**src/rtl/buffer_rsize_read_sequencer.sv**
```systemverilog
// buffer_rsize_read_sequencer: issues a run of wrapping RAM reads, tracks read latency, streams words out through a credit-protected skid FIFO
// Ports: clk/rstn (async active-low); start/base_addr/length command (sampled in IDLE);
//        busy/done status; raddr/rdata buffer RAM read port; out_valid/out_data/out_ready output stream.
module buffer_rsize_read_sequencer #(
  parameter int WIDTH        = 32,
  parameter int DEPTH        = 512,
  parameter int DEPTHAD      = $clog2(DEPTH),
  parameter int READ_LATENCY = 2,
  parameter int FIFO_DEPTH   = READ_LATENCY + 2
) (
  input  logic               clk,
  input  logic               rstn,
  input  logic               start,
  input  logic [DEPTHAD-1:0] base_addr,
  input  logic [DEPTHAD:0]   length,
  output logic               busy,
  output logic               done,
  output logic [DEPTHAD-1:0] raddr,
  input  logic [WIDTH-1:0]   rdata,
  output logic               out_valid,
  output logic [WIDTH-1:0]   out_data,
  input  logic               out_ready
);
  localparam int PW = (FIFO_DEPTH > 1) ? $clog2(FIFO_DEPTH) : 1;
  localparam int CW = $clog2(FIFO_DEPTH + 1) + 1;
  localparam logic [PW-1:0]      LAST_P = PW'(FIFO_DEPTH - 1);
  localparam logic [DEPTHAD-1:0] LAST_A = DEPTHAD'(DEPTH - 1);
  localparam logic [DEPTHAD:0]   LEN1   = 1;
  localparam logic [CW-1:0]      FD     = CW'(FIFO_DEPTH);
  localparam logic [CW-1:0]      CNT1   = 1;

  typedef enum logic [1:0] {IDLE, ISSUE, DRAIN} state_t;

  state_t             r_state, w_next;
  logic [DEPTHAD:0]   r_left;
  logic [DEPTHAD-1:0] r_raddr;
  logic [READ_LATENCY:0] r_vpipe;
  logic [CW-1:0]      r_inflight, r_count;
  logic [WIDTH-1:0]   r_mem [FIFO_DEPTH];
  logic [PW-1:0]      r_wp, r_rp;
  logic               r_done;
  logic               w_start_run, w_pop, w_push, w_credit, w_issue, w_last;

  // The first read of a run goes out in the start cycle itself, which gives
  // the length + READ_LATENCY + 2 start-to-done time.
  assign w_start_run = (r_state == IDLE) && start && (length != '0);
  assign w_pop       = (r_count != '0) && out_ready;
  // Bit 0 of the valid pipe lines up with the raddr register, so the top bit
  // marks the cycle the RAM presents that address's data.
  assign w_push      = r_vpipe[READ_LATENCY];
  // A word popped this cycle frees its slot immediately, keeping one issue per
  // cycle sustainable with a FIFO of READ_LATENCY+2 entries.
  assign w_credit    = (r_inflight + r_count - CW'(w_pop)) < FD;
  assign w_issue     = w_start_run || ((r_state == ISSUE) && w_credit);
  assign w_last      = (r_inflight == '0) && ((r_count == '0) || ((r_count == CNT1) && w_pop));

  always_ff @(posedge clk or negedge rstn) begin
    if (!rstn) r_state <= IDLE;
    else       r_state <= w_next;
  end

  always_comb begin
    w_next = (r_state == IDLE)  ? (w_start_run ? ((length == LEN1) ? DRAIN : ISSUE) : IDLE) :
             (r_state == ISSUE) ? ((w_issue && (r_left == LEN1)) ? DRAIN : ISSUE) :
             (w_last ? IDLE : DRAIN);
  end

  always_comb begin
    busy      = (r_state != IDLE);
    done      = r_done;
    raddr     = r_raddr;
    out_valid = (r_count != '0);
    out_data  = r_mem[r_rp];
  end

  always_ff @(posedge clk or negedge rstn) begin
    if (!rstn) begin
      r_done     <= 1'b0;
      r_vpipe    <= '0;
      r_raddr    <= '0;
      r_left     <= '0;
      r_inflight <= '0;
      r_count    <= '0;
      r_wp       <= '0;
      r_rp       <= '0;
      for (int i = 0; i < FIFO_DEPTH; i++) r_mem[i] <= '0;
    end else begin
      r_done     <= ((r_state == DRAIN) && w_last) || ((r_state == IDLE) && start && (length == '0));
      r_vpipe    <= {r_vpipe[READ_LATENCY-1:0], w_issue};
      r_inflight <= r_inflight + CW'(w_issue) - CW'(w_push);
      r_count    <= r_count + CW'(w_push) - CW'(w_pop);
      if (w_start_run) begin
        r_raddr <= base_addr;
        r_left  <= length - LEN1;
      end else if (w_issue) begin
        r_raddr <= (r_raddr == LAST_A) ? '0 : r_raddr + 1'b1;
        r_left  <= r_left - LEN1;
      end
      if (w_push) begin
        r_mem[r_wp] <= rdata;
        r_wp        <= (r_wp == LAST_P) ? '0 : r_wp + 1'b1;
      end
      if (w_pop) r_rp <= (r_rp == LAST_P) ? '0 : r_rp + 1'b1;
    end
  end

  a_no_overflow: assert property (@(posedge clk) disable iff (!rstn) !(w_push && (r_count == FD)))
    else $error("skid FIFO overflow: push while full");
endmodule

```
**config.mk**
```make
export PLATFORM = sky130hd
export DESIGN_NAME = buffer_rsize_read_sequencer
export DESIGN_NICKNAME = d
export VERILOG_FILES = /design/src/rtl/buffer_rsize_read_sequencer.sv
export SDC_FILE = /design/constraint.sdc
export NUM_CORES = 1
export LEC_CHECK = 0
export ABC_CLOCK_PERIOD_IN_PS = 3200
export CORE_ASPECT_RATIO = 1.5
export CORE_MARGIN = 4
export CORE_UTILIZATION = 50
export DETAILED_ROUTE_END_ITERATION = 8
export PLACE_DENSITY = 0.78
export REMOVE_ABC_BUFFERS = 1
export SYNTH_ARGS = -nofsm -noshare
export SYNTH_HDL_FRONTEND = slang
export SYNTH_SLANG_ARGS = --single-unit
```
**constraint.sdc**
```tcl
create_clock -name clk -period 3.2 [get_ports clk]
set_input_delay 0.96 -clock clk [delete_from_list [all_inputs] [get_ports clk]]
set_output_delay 0.96 -clock clk [all_outputs]
set_load 0.01 [all_outputs]
```
# ---- After elaboration in Yosys (flattened, before gate mapping)
# Index checks and enable logic that the tools add are counted.
dict set report totals {
  out_inout_bits 44
  ff_bits 165
  elab_cells 78
  input_bits 55
}
dict set report op_classes {
  n_eq_ne 8
  add_sub_neg 11
  bitwise_logic 2
  reduce_logical 21
  n_lt_le_gt_ge 4
  muxes 19
}
# operator n
set op_table {}
lappend op_table {{128-bit bitwise mux} 1}
lappend op_table {{32-bit two-way mux} 3}
lappend op_table {{32-bit binary-select mux with 2-bit select} 1}
lappend op_table {{32-bit demux with 2-bit select} 1}
lappend op_table {{9-bit two-way mux} 3}
lappend op_table {{10-bit by 1-bit equality test with 1-bit output, second input constant} 2}
lappend op_table {{10-bit two-way mux} 2}
lappend op_table {{10-bit by 1-bit subtractor with 10-bit output, second input constant} 2}
lappend op_table {{2-bit two-way mux} 8}
lappend op_table {{4-bit by 1-bit subtractor with 4-bit output} 3}
lappend op_table {{1-bit logical AND} 10}
lappend op_table {{10-bit logical NOT} 1}
lappend op_table {{10-bit nonzero test} 1}
lappend op_table {{9-bit by 1-bit adder with 9-bit output, second input constant} 1}
lappend op_table {{9-bit equality test, second input constant} 1}
lappend op_table {{4-bit by 1-bit adder with 4-bit output} 2}
lappend op_table {{4-bit logical NOT} 2}
lappend op_table {{2-bit equality test, second input constant} 3}
lappend op_table {{3-bit >= comparator, second input constant} 2}
lappend op_table {{2-bit inverter with 3-bit output} 2}
lappend op_table {{2-bit by 1-bit adder with 2-bit output, second input constant} 2}
lappend op_table {{4-bit adder} 1}
lappend op_table {{4-bit by 1-bit equality test with 1-bit output, second input constant} 1}
lappend op_table {{4-bit by 3-bit less-than comparator with 1-bit output, second input constant} 1}
lappend op_table {{6 further kinds} 9}

# ---- Longest topological paths before layout
dict set report depth {
  ltp_word 10
  depth_mapped 18
  mapped_depth_nobuf 18
}

# ---- Least setup slack after synthesis
# No wires, ideal clock.
dict set report synth_path {
  path_kind {input -> register}
  startpoint {input port out_ready}
  endpoint {register r_inflight[2]}
  path_slack_ps -561
  n_path_buf 0
  cell_stages 15
  arrival_ps 3638
  setup_ps 123
  cell_sequence {nand2_1 > inv_1 > ha_1 > inv_1 > ha_1 > and3b_1 > o41a_4 > a211oi_2 > nor2_1 > ha_1 > inv_1 > ha_1 > inv_1 > fa_1 > xnor2_1}
}
dict set report synth_via {
  elab_chain_cells 7
}
# element line_no
set synth_rtl {}
lappend synth_rtl {{start: declaration} 22} ;# input logic out_ready
lappend synth_rtl {{1-bit logical AND} 47} ;# assign w_pop = (r_count != '0) && out_ready;
lappend synth_rtl {{via w_pop} 42} ;# logic w_start_run, w_pop, w_push, w_credit, w_issue, w_last;
lappend synth_rtl {{4-bit by 1-bit subtractor with 4-bit output} 53} ;# assign w_credit = (r_inflight + r_count - CW'(w_pop)) < FD;
lappend synth_rtl {{4-bit by 3-bit less-than comparator with 1-bit output} 53}
lappend synth_rtl {{1-bit logical AND} 54} ;# assign w_issue = w_start_run || ((r_state == ISSUE) && w_credit);
lappend synth_rtl {{1-bit logical OR} 54}
lappend synth_rtl {{4-bit by 1-bit adder with 4-bit output} 90} ;# r_inflight <= r_inflight + CW'(w_issue) - CW'(w_push);
lappend synth_rtl {{4-bit by 1-bit subtractor with 4-bit output} 90}
lappend synth_rtl {{end signal: assignment} 90}
lappend synth_rtl {{end: declaration} 38} ;# logic [CW-1:0] r_inflight, r_count;
# The timed path passes the listed nets, and every way through them passes these cells.
# A chain may end at the register's enable or synchronous reset.

# ---- Worst setup path after layout
dict set report layout_path {
  startpoint {register r_count[3]}
  endpoint {register r_inflight[1]}
}
dict set report layout_via {
  elab_chain_cells 8
}
# element line_no
set layout_rtl {}
lappend layout_rtl {{start: declaration} 38}
lappend layout_rtl {{start signal: assignment} 91} ;# r_count <= r_count + CW'(w_push) - CW'(w_pop);
lappend layout_rtl {{4-bit nonzero test} 47}
lappend layout_rtl {{1-bit logical AND} 47}
lappend layout_rtl {{via w_pop} 42}
lappend layout_rtl {{4-bit by 1-bit subtractor with 4-bit output} 53}
lappend layout_rtl {{4-bit by 3-bit less-than comparator with 1-bit output} 53}
lappend layout_rtl {{1-bit logical AND} 54}
lappend layout_rtl {{1-bit logical OR} 54}
lappend layout_rtl {{4-bit by 1-bit adder with 4-bit output} 90}
lappend layout_rtl {{4-bit by 1-bit subtractor with 4-bit output} 90}
# The timed path passes the listed nets, and every way through them passes these cells.

==> reports/summary.log <==
INFO  global_route   vias_in_the_first_global_route=6226
INFO  critical_path  critical-path-slowest-cell=sky130_fd_sc_hd__fa_2
INFO  logic_synthesis synth_top_cell_by_area=sky130_fd_sc_hd__dfrtp_1
INFO  logic_synthesis synth_top_flop_cell=sky130_fd_sc_hd__dfrtp_1
INFO  timing         final_period_minus_worst_setup_slack=3230ps
INFO  logic_synthesis yosysUniqueCellTypes=53
INFO  critical_path  critPathMaxFanout=2
INFO  run_status     violations=setup timing
INFO  timing         rsz0062_at_grt=yes
INFO  detailed_routing drt.antenna.violating_nets=0
INFO  cts            cts_root_buffer=sky130_fd_sc_hd__clkbuf_16
INFO  worst_hold_path min-delay-path-class=reg2reg
INFO  timing         fmaxAchievable=310MHz
INFO  layout         final-seq-area=4130squm
INFO  detailed_routing wirelength=18.8mm
INFO  logic_synthesis synth-compound-area-share=0.0533
INFO  critical_path  crit_type=reg2reg
INFO  layout         multi_input_comb_area=3720squm
INFO  power          cellPowerDensity=1210nW/um^2
INFO  detailed_routing post_drt_via_cell_ratio=5.75
INFO  timing         setup_viol_count_final=1
INFO  floorplan      fp.dieH=163um
INFO  detailed_routing count_of_tritonroute_iterations_in_the_first_routing_pass=5
INFO  logic_synthesis xor_xnor_cell_area_share_of_the_yosys_netlist=0.0149
INFO  critical_path  slowest_delay=510ps
INFO  logic_synthesis most_used_standard_cell_by_instance_count_after_synthesis=sky130_fd_sc_hd__dfrtp_1
INFO  floorplan      floorplan.initialDensity=0.510
INFO  cts            cts.sink_count=165
INFO  critical_path  worstSetupEndpointType=flip-flop
INFO  critical_path  critical-path-top-cell-by-count=sky130_fd_sc_hd__ha_4
INFO  placement      globalplace.congestion=0.870
INFO  timing         finClkSkew=4.71ps
INFO  floorplan      die_width=111um
INFO  run_status     status=complete, but fails checks
INFO  placement      dp_slack=-892ps
INFO  worst_hold_path hold-path-cell-count=0
INFO  logic_synthesis synth.area.mux_share=0.273
INFO  critical_path  critical_path_required=3510ps
INFO  timing         slew_headroom=0.609
INFO  logic_synthesis synth_area_in_adders=0.0443
INFO  layout         final.fill_count=1080
INFO  cts            clockBufferDepth=2
INFO  timing         timing.final.crit_share=1.01
INFO  timing         timing.final.ws_setup=-26.7ps
INFO  detailed_routing via_count=5591
INFO  placement      dp.final_hpwl=12.4mm
INFO  critical_path  critical_path_arrival=3540ps
INFO  detailed_routing avgRoutedWirePerCell=19.3um
INFO  logic_synthesis synth_seq_cells=165
INFO  power          worst_ir_drop_vdd=0.000656V
INFO  timing         finalHoldViolations=0
INFO  logic_synthesis synth.top_cells.by_area=sky130_fd_sc_hd__dfrtp_1 (52%), sky130_fd_sc_hd__mux2_2 (18%), sky130_fd_sc_hd__mux4_2 (9.1%), sky130_fd_sc_hd__ha_1 (3.9%), sky130_fd_sc_hd__inv_1 (1.4%)
INFO  layout         num-nets-final=840
INFO  layout         drive_above_1_share=0.393
INFO  floorplan      fp.coreArea=15600squm
INFO  layout         antennaDiodeCount=0
INFO  cts            number_of_buffers_added_by_the_clock_tree_synthesis_step=17
INFO  logic_synthesis yosys.area_share.simple=0.0671
INFO  logic_synthesis most_numerous_cell_types_in_the_synthesized_netlist=sky130_fd_sc_hd__dfrtp_1 (165), sky130_fd_sc_hd__mux2_2 (129), sky130_fd_sc_hd__mux4_2 (32)
INFO  placement      placed_area=9560squm
INFO  floorplan      rows=56
INFO  timing         max_slew.worst_pin.slew=586ps
INFO  critical_path  rr_worst_depth=18
INFO  placement      placement.io_buffers=98
INFO  logic_synthesis yosysTopAreaCellShare=0.519
INFO  floorplan      die-area=18000squm
INFO  timing         timing_max_transition_violations_final=0
INFO  detailed_routing drt_first_iter_violations=329
INFO  cts            post_cts_clock_slew_at_the_launch_and_capture_registers_of_the_worst_setup_and_hold_paths=60ps
INFO  critical_path  worstPathCellList=inv_2, ha_4, nand3_4, nand2_4, inv_4, ha_4, inv_4, ha_4, and3b_2, o41a_4, a211oi_4, nor2_4, ha_4, inv_2, ha_4, inv_2, fa_2, inv_1
INFO  logic_synthesis syn-cell-area=7960squm
INFO  layout         layout-area-overhead-vs-synth=30.8%
INFO  global_route   maximum_number_of_pins_on_one_net_before_global_route_repair=69
INFO  flow_run       timing.max_cap.violations=0
INFO  global_route   grt_pass1_wl=31.2mm
INFO  logic_synthesis share_of_synthesized_registers_carrying_an_async_set_or_reset=1.00
INFO  global_route   grt.total_usage=0.217
INFO  logic_synthesis combinational_family_with_the_most_area_after_synthesis=multiplexers
INFO  floorplan      ioPinCount=99
INFO  layout         stdcell_area=10400squm
INFO  cts            clock_tree.htree_level_count=4
INFO  logic_synthesis ys_seq_area_frac=0.519
INFO  cts            cts_tree=done
INFO  logic_synthesis synth-edff-count=0
INFO  timing         worst_hold_slack=351ps
INFO  layout         final_core_util=0.666
INFO  critical_path  timing.critical_path.from_type=flip-flop
INFO  global_route   global_route_overflow=0
INFO  logic_synthesis syn_area_per_cell=13.6squm
INFO  logic_synthesis synthesis.yosys.warnings=0
INFO  detailed_routing route.detailed.drc=0
INFO  power          leakage_power_figure=0.00445uW
INFO  global_route   antenna_found_initial=0
INFO  cts            clkLatencyLatePin=420ps
INFO  logic_synthesis syn_inst=585
-- cell families after synthesis --
logic type               after synthesis
flip-flops                           165
multiplexers                         161
AND/OR/NAND/NOR                      104
AO/OA/AOI/OAI                         60
buffers and inverters                 56
adder cells (fa/ha/maj)               27
XOR/XNOR                              12
-- state kept, by name, summed over array words and instances (netlist names), 3 cells and up --
| signal | flops |
|---|---|
| r_count | 4 |
| r_inflight | 4 |
| r_left | 10 |
| r_mem | 128 |
| r_vpipe | 3 |
| raddr | 9 |
-- power by group --
group | switching [uW] | internal [uW] | leakage [uW]
Combinational | 2940 | 3920 | 0.00226
Sequential | 639 | 3180 | 0.00192
Clock | 799 | 1100 | 0.000269
-- layout make-up --
cell class                 instances  area share
clock buffer                      21      0.0442
clock inverter                     9     0.00769
inverter                          29      0.0109
multi-input combinational        364       0.357
sequential                       165       0.397
tap                              203      0.0244
timing repair buffer             181       0.159
-- per-layer routing --
metal	track usage	part of all wire	vias up	routed length, um
li1	-	-	2490	-
met1	0.247	0.38	2899	7180
met2	0.399	0.56	163	10500
met3	0.0413	0.035	39	654
met4	0.0902	0.026	0	486
met5	0	0	-	0
-- metrics by stage --
| stage | cells | power (uW) | TNS [ps] |
|---|---|---|---|
| floorplan | 558 | 7370 | -1950 |
| global placement | 916 | 9640 | -10010 |
| detailed placement | 916 | 10000 | -11780 |
| CTS | 974 | 12400 | -616 |
| global route | 972 | 13400 | -486 |
| finish | 972 | 12600 | -26.7 |
-- placed cells by master (no fill, tap or decap), drive strengths merged, types with 3 or more instances in the layout --
cell type	Yosys	final
inv	29	30
nor3	7	7
ha	25	25
nand3b	3	3
nor2	26	26
a31oi	9	9
o21ai	13	13
buf	20	85
or4	4	4
nand2	26	26
o211ai	5	5
a21o	5	5
mux2	129	129
dfrtp	165	165
clkdlybuf4s50	0	96
xnor2	5	5
or3	4	4
clkinv	0	6
a21oi	13	13
xor2	6	6
clkbuf	7	21
and3	6	6
mux4	32	32
nand3	16	16
-- worst max-delay path, delay by kind of cell (launching register included) --
kind	cells	cell delay, ps
simple gates	4	440
fa+ha+maj	6	1360
flops	1	390
buf+inv	6	320
compound gates	2	610
-- repair_timing --
action,CTS,global route
hold buffers,0,0
buffers inserted,30,4
pin swaps,12,13
endpoints found under the hold margin,0,0
resized for setup,21,17
endpoints found under the setup margin,11,15
-- path summary, 6_finish.rpt --
path,start,end,slack (ps)
setup / recovery,r_count[3]$_DFF_PN0_,r_inflight[1]$_DFF_PN0_,-30
hold / removal,r_vpipe[1]$_DFF_PN0_,r_vpipe[2]$_DFF_PN0_,350
setup reg to reg,r_count[3]$_DFF_PN0_,r_inflight[1]$_DFF_PN0_,-30
hold reg to reg,r_vpipe[1]$_DFF_PN0_,r_vpipe[2]$_DFF_PN0_,350
max in group asynchronous,rstn,r_mem[61]$_DFFE_PN0P_,1970
min in group asynchronous,rstn,r_mem[49]$_DFFE_PN0P_,490
(Power assumes the default switching activity.)
